### config.mk
export PLATFORM = sky130hd
export DESIGN_NAME = button_toggle_pulse
export DESIGN_NICKNAME = d
export VERILOG_FILES = /design/src/rtl/digital_pkg.sv /design/src/rtl/sync_2ff.sv /design/src/rtl/button_toggle_pulse.sv
export SDC_FILE = /design/constraint.sdc
export NUM_CORES = 1
export LEC_CHECK = 0
export ABC_AREA = 1
export CORE_ASPECT_RATIO = 1.25
export CORE_MARGIN = 5
export CORE_UTILIZATION = 44
export DETAILED_ROUTE_END_ITERATION = 7
export GPL_TIMING_DRIVEN = 0
export HOLD_SLACK_MARGIN = 0.1
export PLACE_DENSITY_LB_ADDON = 0.15
export RECOVER_POWER = 50
export SETUP_SLACK_MARGIN = 0.4
export SLEW_MARGIN = 20
export SYNTH_ARGS = -nofsm -noshare
export SYNTH_HDL_FRONTEND = slang
export SYNTH_SLANG_ARGS = --single-unit
### constraint.sdc
create_clock -name clk -period 2 [get_ports clk]
set_clock_uncertainty 0.1 [all_clocks]
set_input_delay 0.4 -clock clk [delete_from_list [all_inputs] [get_ports clk]]
set_output_delay 0.4 -clock clk [all_outputs]
set_load 0.01 [all_outputs]
### src/rtl/digital_pkg.sv
// digital_pkg: shared types and helpers for the user-input blocks.
package digital_pkg;

   typedef enum logic [2:0] {
      IDLE,
      PRESS_WAIT,
      HELD,
      REPEAT,
      RELEASE_WAIT
   } btn_state_t;

   // Bits needed to count 0..max(a,b,c)-1 (never less than 1).
   function automatic int cnt_width(input int a, input int b, input int c);
      int m;
      m = (a > b) ? a : b;
      m = (m > c) ? m : c;
      return (m < 2) ? 1 : $clog2(m);
   endfunction

endpackage

### src/rtl/sync_2ff.sv
// sync_2ff: two-flop synchroniser with synchronous active-high reset.
module sync_2ff #(
   parameter int W = 1
) (
   input  logic         clk,
   input  logic         reset,
   input  logic [W-1:0] d_i,
   output logic [W-1:0] q_o
);

   logic [W-1:0] meta_q, sync_q;

   always_ff @(posedge clk) begin
      if (reset) begin
         meta_q <= '0;
         sync_q <= '0;
      end else begin
         meta_q <= d_i;
         sync_q <= meta_q;
      end
   end

   assign q_o = sync_q;

endmodule

### src/rtl/button_toggle_pulse.sv
// button_toggle_pulse: debounced push-button to one-cycle toggle strobe,
// with optional auto-repeat while the button is held.
module button_toggle_pulse
   import digital_pkg::*;
#(
   parameter int DEBOUNCE_CYCLES = 16,
   parameter bit REPEAT_EN       = 1'b1,
   parameter int REPEAT_DELAY    = 64,
   parameter int REPEAT_PERIOD   = 16
) (
   input  logic clk,
   input  logic reset,
   input  logic btn_in,
   input  logic enable,
   output logic t_pulse,
   output logic pressed
);

   localparam int CW = cnt_width(DEBOUNCE_CYCLES, REPEAT_DELAY, REPEAT_PERIOD);
   localparam logic [CW-1:0] DEB_MAX = CW'(DEBOUNCE_CYCLES - 1);
   localparam logic [CW-1:0] DLY_MAX = CW'(REPEAT_DELAY - 1);
   localparam logic [CW-1:0] PER_MAX = CW'(REPEAT_PERIOD - 1);

   logic       btn_s;
   btn_state_t state_q;
   logic [CW-1:0] cnt_q;
   logic       t_pulse_q, pressed_q;

   sync_2ff #(.W(1)) u_sync (
      .clk  (clk),
      .reset(reset),
      .d_i  (btn_in),
      .q_o  (btn_s)
   );

   always_ff @(posedge clk) begin
      if (reset) begin
         state_q   <= IDLE;
         cnt_q     <= '0;
         t_pulse_q <= 1'b0;
         pressed_q <= 1'b0;
      end else begin
         t_pulse_q <= 1'b0;
         case (state_q)
            IDLE: begin
               pressed_q <= 1'b0;
               cnt_q     <= '0;
               if (btn_s) state_q <= PRESS_WAIT;
            end
            PRESS_WAIT: begin
               if (!btn_s) begin
                  state_q <= IDLE;
                  cnt_q   <= '0;
               end else if (cnt_q == DEB_MAX) begin
                  state_q   <= HELD;
                  cnt_q     <= '0;
                  pressed_q <= 1'b1;
                  t_pulse_q <= enable;
               end else begin
                  cnt_q <= cnt_q + 1'b1;
               end
            end
            HELD: begin
               if (!btn_s) begin
                  state_q <= RELEASE_WAIT;
                  cnt_q   <= '0;
               end else if (REPEAT_EN && cnt_q == DLY_MAX) begin
                  state_q   <= REPEAT;
                  cnt_q     <= '0;
                  t_pulse_q <= enable;
               end else if (REPEAT_EN || cnt_q != '1) begin
                  cnt_q <= cnt_q + 1'b1;
               end
            end
            REPEAT: begin
               if (!btn_s) begin
                  state_q <= RELEASE_WAIT;
                  cnt_q   <= '0;
               end else if (cnt_q == PER_MAX) begin
                  cnt_q     <= '0;
                  t_pulse_q <= enable;
               end else begin
                  cnt_q <= cnt_q + 1'b1;
               end
            end
            RELEASE_WAIT: begin
               // A bounce back high returns to HELD, restarting the repeat delay.
               if (btn_s) begin
                  state_q <= HELD;
                  cnt_q   <= '0;
               end else if (cnt_q == DEB_MAX) begin
                  state_q   <= IDLE;
                  cnt_q     <= '0;
                  pressed_q <= 1'b0;
               end else begin
                  cnt_q <= cnt_q + 1'b1;
               end
            end
            default: begin
               state_q   <= IDLE;
               cnt_q     <= '0;
               pressed_q <= 1'b0;
            end
         endcase
      end
   end

   assign t_pulse = t_pulse_q;
   assign pressed = pressed_q;

endmodule

==> results.tsv, run 1 <==
stage	metric	value	unit
run_status	status	complete, no violations	
worst_setup_path	most frequent CP cell	nor2_1	
pwr	clock share of power	0.163	
timing	fin crit period	1.59	ns
global_route	vias in the first global route	671	
finish	number of diodes	0	
cts	CTS Root Cell	clkbuf_4	
worst_setup_path	Slowest-stage cell, CP	dfxtp_1	
logic_synthesis	Mapped Area	747	µm²
drt	via count	743	
worst_setup_path	CP peak stage delay	0.32	ns
logic_synthesis	syn_nets	120	
logic_synthesis	top cells by area, synth	dfxtp_1 35%, nor2_1 12%, nand2_1 12%	
global_route	first-pass GRT wire length	2.59	mm
finish	final net count	133	
global_route	global-route usage over all layers	0.130	
finish	fraction of layout cells with a size suffix above 1	0.197	
flow_run	Max-Cap Viols	0	
cts	CTS tree	built	
global_route	gr ovfl total	0	
floorplanning	Site Rows	16	
floorplanning	Die X	46.9	µm
finish	commonest cells after routing, fill and taps aside	21 x nor2_1, 21 x nand2_1, 15 x inv_1, 10 x dfxtp_1, 9 x nand3_1	
place	GPL Wtd Cong	0.857	
logic_synthesis	cells after synthesis	115	
hold_path	Tightest Hold Check Type	flip-flop to flip-flop	
finish	Syn-to-layout area delta	19.8	%
place	IO buf count	5	
drt	Routed Antenna Nets	0	
pwr	P_sw	0.466	mW
logic_synthesis	Avg Cell Area, Syn	6.50	µm²
finish	storage element area	264	µm²
timing	Worst-Margin Slew	0.293	ns
timing	Fmax	0.628	GHz
logic_synthesis	post-synth top area share	0.348	
worst_setup_path	CP max FO	8	
pwr	overall power	1.02	mW
timing	Fin Setup TNS	0	ns
pwr	Pint	0.554	mW
pwr	sequential power share	0.333	
cts	cts bufs inserted	3	
timing	fin crit share	0.796	
floorplanning	Die Y-Extent	56.1	µm
cts	Worst-path clk slew	0.09	ns
worst_setup_path	CP Data Required Time	2.12	ns
cts	worst skew pair latency	0.28	ns
worst_setup_path	critical path class	flip-flop to flip-flop	
logic_synthesis	synth unique cells	20	
worst_setup_path	Worst Setup End Kind	flip-flop	
cts	Sinks on Clock Net	13	
cts	Clock Path Buffers	2	
worst_setup_path	CP Launch Type	flip-flop	
floorplanning	num ports	6	
pwr	switching part of the total	0.457	
logic_synthesis	dominant cell type by area after synthesis	dfxtp_1	
pwr	Pwr Density	1140	mW/mm²
timing	final slew viol count	0	
logic_synthesis	Synth Warn #	0	
timing	final hold violations	0	
floorplanning	starting density of the core	0.472	
timing	Slew HR	0.805	
drt	Starting DRT DRC Count	24	
logic_synthesis	Seq cells post-synth	13	
finish	area of the multi-input gates	430	µm²
worst_setup_path	CP Data Arrival Time	1.71	ns
timing	RSZ-0062 raised after global routing	yes	
floorplanning	core footprint	0.00158	mm²
drt	DRC	0	
pwr	peak supply drop	0.598	mV
logic_synthesis	post-synthesis sequential area ratio	0.348	
timing	Final Setup Violations	0	
pwr	leakage	0.410	nW
worst_setup_path	cells along the critical path	clkbuf_1, nor2_1, nand3_1, inv_1, nand2_2, nand3_2, nor2_4, nor2_1, nor2_1	
cts	H-Tree Depth	1	
floorplanning	Die Footprint	0.00263	mm²
global_route	largest net degree at the start of global routing	11	
cts	CTS Hold Bufs	0	
pwr	Combinational Power Share	0.504	
drt	WL per Instance	11.0	µm
place	Detail Placement HPWL	1.18	mm
finish	Fillers	151	
drt	Vias/cell	5.12	
drt	DRT Pass-1 Iters	5	
drt	WL final	1.59	mm
global_route	initial antenna violation count	0	
-- kinds of logic (layout without fill, tap and decap cells) --
family	count (synthesis)	in the layout	synth area share
buffers and inverters	19	31	0.119
AO/OA/AOI/OAI	11	11	0.0838
flip-flops	13	13	0.348
XOR/XNOR	3	3	0.0352
AND/OR/NAND/NOR	68	68	0.397
adder cells (fa/ha/maj)	1	1	0.0167
-- power groups by stage --
stage | sequential, mW | combinational [mW] | clock [mW]
after CTS | 0.337 | 0.482 | 0.169
after detailed placement | 0.343 | 0.483 | 0
after global routing | 0.345 | 0.585 | 0.181
after global placement | 0.342 | 0.476 | 0
final | 0.340 | 0.514 | 0.167
after floorplan | 0.339 | 0.389 | 0
-- critical path: cells and delay by family (launching register included) --
kind | cells | cell delay (ns)
buffers and inverters | 2 | 0.33
DFF | 1 | 0.32
and+or+nand+nor | 7 | 0.77
-- per-layer routing --
layer	vias up	global-route usage	share of wire
li1	387	-	-
met5	-	0	0
met3	5	0.0324	0.038
met2	20	0.208	0.52
met1	331	0.154	0.43
met4	0	0.0632	0.014
-- through the flow --
stage	instances	area (µm²)	utilization	hold WS [ns]	setup WS, ns
final	145	895	0.566	0.328	0.409
after global routing	145	895	0.566	0.362	0.300
after CTS	142	843	0.533	0.329	0.407
after detailed placement	138	820	0.518	0.312	0.368
after global placement	138	820	0.518	0.290	0.370
after floorplan	115	747	-	0.288	0.624
-- layout make-up --
cell class	instances	area share
clock buffers	4	0.0294
repair buffers	8	0.0783
inverters	17	0.0713
plain buffers	2	0.0196
multi-input cells	83	0.481
flip-flops and latches	13	0.295
well taps	18	0.0252
-- registers in the layout, summed over array words and instances, names as in the netlist --
register,cells
u_sync.meta_q,1
cnt_q,6
pressed,1
t_pulse,1
state_q,3
u_sync.q_o,1
-- path summary, 6_finish.rpt --
check	from	depth (start not counted)	slack [ns]	end
setup / recovery	state_q[1]	9	0.41	state_q[2]
setup reg to reg	state_q[1]	9	0.41	state_q[2]
hold / removal	u_sync.meta_q	2	0.33	u_sync.q_o
hold reg to reg	u_sync.meta_q	2	0.33	u_sync.q_o
-- cell usage after synthesis, drive strengths merged --
cell type and number:
a21oi 3, buf 1, clkbuf 1, dfxtp 13, ha 1, inv 17, nand2 24, nand3 11
nand4 5, nor2 25, nor3 2, o21ai 8, or2 1, xor2 3
-- what timing repair did --
| action | in CTS | in global routing |
|---|---|---|
| buffers inserted | 0 | 3 |
| gates resized for setup | 2 | 15 |
| pin swaps | 0 | 4 |
| endpoints found under the setup margin | 2 | 8 |
Power figures use the tool's default switching activity.
==> inputs of run 2 (changes only) <==
Clock period 2 ns to 1.5 ns, I/O delays scaled along.
==> run 2 against run 1 <==
Compared with the run above: design area up 8.7%; register-to-register slack worse by 0.29 ns; die area unchanged; flip-flop and latch count did not move; combinational power rose by 44%; count of clock-buffer cells in the layout stayed put; total power is 42% higher; largest power group unchanged.
==> results.tsv, run 2 (synthesis gave the netlist of run 1 again) <==
stage	metric	value	unit	change
cts	worst skew pair latency	0.30	ns	+0.02 ns
timing	RSZ-0062 raised after global routing	yes		
floorplanning	num ports	6		unchanged
timing	final hold violations	0		unchanged
pwr	Pwr Density	1490	mW/mm²	+31%
cts	Clock Path Buffers	2		unchanged
drt	WL final	1.62	mm	+1.9%
timing	Slew HR	0.842		+0.0372
pwr	peak supply drop	1.14	mV	+90%
finish	Finished Layout Cells	144		-0.69%
cts	CTS tree	built		
cts	CTS Root Cell	clkbuf_4		
timing	Worst-Margin Slew	0.236	ns	-0.0562 ns
drt	Routed Antenna Nets	0		unchanged
hold_path	Tightest Hold Check Type	flip-flop to flip-flop		
timing	Final Setup Violations	0		unchanged
drt	via count	745		+0.27%
floorplanning	starting density of the core	0.472		unchanged
finish	number of diodes	0		unchanged
finish	commonest cells after routing, fill and taps aside	19 x nor2_1, 19 x nand2_1, 15 x inv_1, 9 x dfxtp_1		
worst_setup_path	critical path class	flip-flop to flip-flop		
finish	Reg with most FFs	cnt_q		
global_route	gr ovfl total	0		unchanged
global_route	global-route usage over all layers	0.149		+0.0187
timing	fin crit share	0.921		+0.126
drt	DRT Pass-1 Iters	4		-1
drt	Starting DRT DRC Count	16		-33%
global_route	first-pass GRT wire length	2.85	mm	+10%
global_route	largest net degree at the start of global routing	11		unchanged
finish	max reg flops	6		unchanged
worst_setup_path	Worst Setup End Kind	flip-flop		
place	DP Area	860	µm²	+4.9%
drt	WL per Instance	11.3	µm	+2.7%
finish	Syn-to-layout area delta	30.2	%	
place	Place WS	-0.0280	ns	-0.396 ns
place	GPL Wtd Cong	0.863		+0.63%
drt	Vias/cell	5.17		+0.97%
floorplanning	Die Y-Extent	56.1	µm	unchanged
finish	fraction of layout cells with a size suffix above 1	0.278		+0.0809
timing	final slew viol count	0		unchanged
floorplanning	Die Footprint	0.00263	mm²	unchanged
finish	Fillers	146		-3.3%
worst_setup_path	CP Data Required Time	1.64	ns	-0.48 ns
cts	cts bufs inserted	3		unchanged
place	Detail Placement HPWL	1.18	mm	-0.42%
worst_setup_path	CP Data Arrival Time	1.52	ns	-0.19 ns
floorplanning	core footprint	0.00158	mm²	unchanged
finish	final net count	132		-0.75%
drt	DRC	0		unchanged
place	Inst Count DP	138		unchanged
cts	CTS Hold Bufs	0		unchanged
timing	setup ws final	0.118	ns	-0.291 ns
timing	Hold WS	0.307	ns	-0.0212 ns
worst_setup_path	CP Launch Type	flip-flop		
timing	fin crit period	1.38	ns	-0.209 ns
global_route	vias in the first global route	703		+4.8%
finish	Final Instance Area	972	µm²	+8.7%
timing	Fin Setup TNS	0	ns	unchanged
flow_run	Max-Cap Viols	0		unchanged
finish	Largest regs	cnt_q: 6 flops, state_q: 3 flops		
global_route	initial antenna violation count	0		unchanged
worst_setup_path	CP max FO	3		-5
pwr	leakage	0.426	nW	+3.7%
place	IO buf count	5		unchanged
timing	Fmax	0.724	GHz	+15%
cts	Sinks on Clock Net	13		unchanged
floorplanning	Site Rows	16		unchanged
cts	H-Tree Depth	1		unchanged
floorplanning	Die X	46.9	µm	unchanged
run_status	status	complete, no violations		
cts	Worst-path clk slew	0.09	ns	about the same
[run 2: changes by cell type in the layout (fill, tap and decap cells not counted), moves of 2 or more]
| cell | previous run | this run |
|---|---|---|
| nor2_1 | 21 | 19 |
| buf_6 | 0 | 2 |
| nand3_4 | 0 | 2 |
| nor2_4 | 1 | 3 |
| nand3_1 | 9 | 6 |
| dlygate4sd2_1 | 2 | 0 |
| nand2_4 | 0 | 2 |
| nand2_1 | 21 | 19 |
[run 2: report_power, final]
part           internal (mW)  switching, mW
Sequential             0.408         0.0678
Clock                  0.104          0.132
Combinational          0.289          0.453
[run 2: cell type report]
class,count,area (µm²),share of cell area
well taps,18,22.5,0.0232
clock buffers,4,26.3,0.0270
plain buffers,2,25.0,0.0257
multi-input cells,83,504,0.519
flip-flops and latches,13,268,0.275
repair buffers,7,60.1,0.0618
inverters,17,66.3,0.0682
[run 2: metal layers]
layer	track usage	up-vias	share of wire
met2	0.235	17	0.51
met1	0.165	335	0.41
met4	0.0949	0	0.031
met5	0	-	0
met3	0.0421	5	0.044
li1	-	388	-
[run 2: path summary, 6_finish.rpt]
path,from,endpoint,slack [ns],cells past startpoint
max,cnt_q[1],state_q[0],0.12,9
min,u_sync.meta_q,u_sync.q_o,0.31,2
max reg2reg,cnt_q[1],state_q[0],0.12,9
min reg2reg,u_sync.meta_q,u_sync.q_o,0.31,2
[run 2: worst max-delay path, stage by stage, from the launching register on]
cell	delay, ns
dfxtp_2	0.36
ha_4	0.17
nand2_4	0.06
nor2_4	0.11
nand2_2	0.10
nand2_2	0.11
nand3_4	0.08
nor2_4	0.11
nor2_1	0.05
nor2_1	0.08
[run 2: through the flow]
| step | utilization | total power [mW] |
|---|---|---|
| floorplan | - | 1.02 |
| global placement | 0.544 | 1.14 |
| detailed placement | 0.544 | 1.14 |
| CTS | 0.613 | 1.45 |
| global route | 0.615 | 1.58 |
| finish | 0.615 | 1.45 |
[run 2: timing repair]
item | CTS | global route
setup endpoints to repair | 13 | 13
buffers inserted | 2 | 0
gates resized for setup | 20 | 6
cloned | 0 | 0
pin swaps | 8 | 1
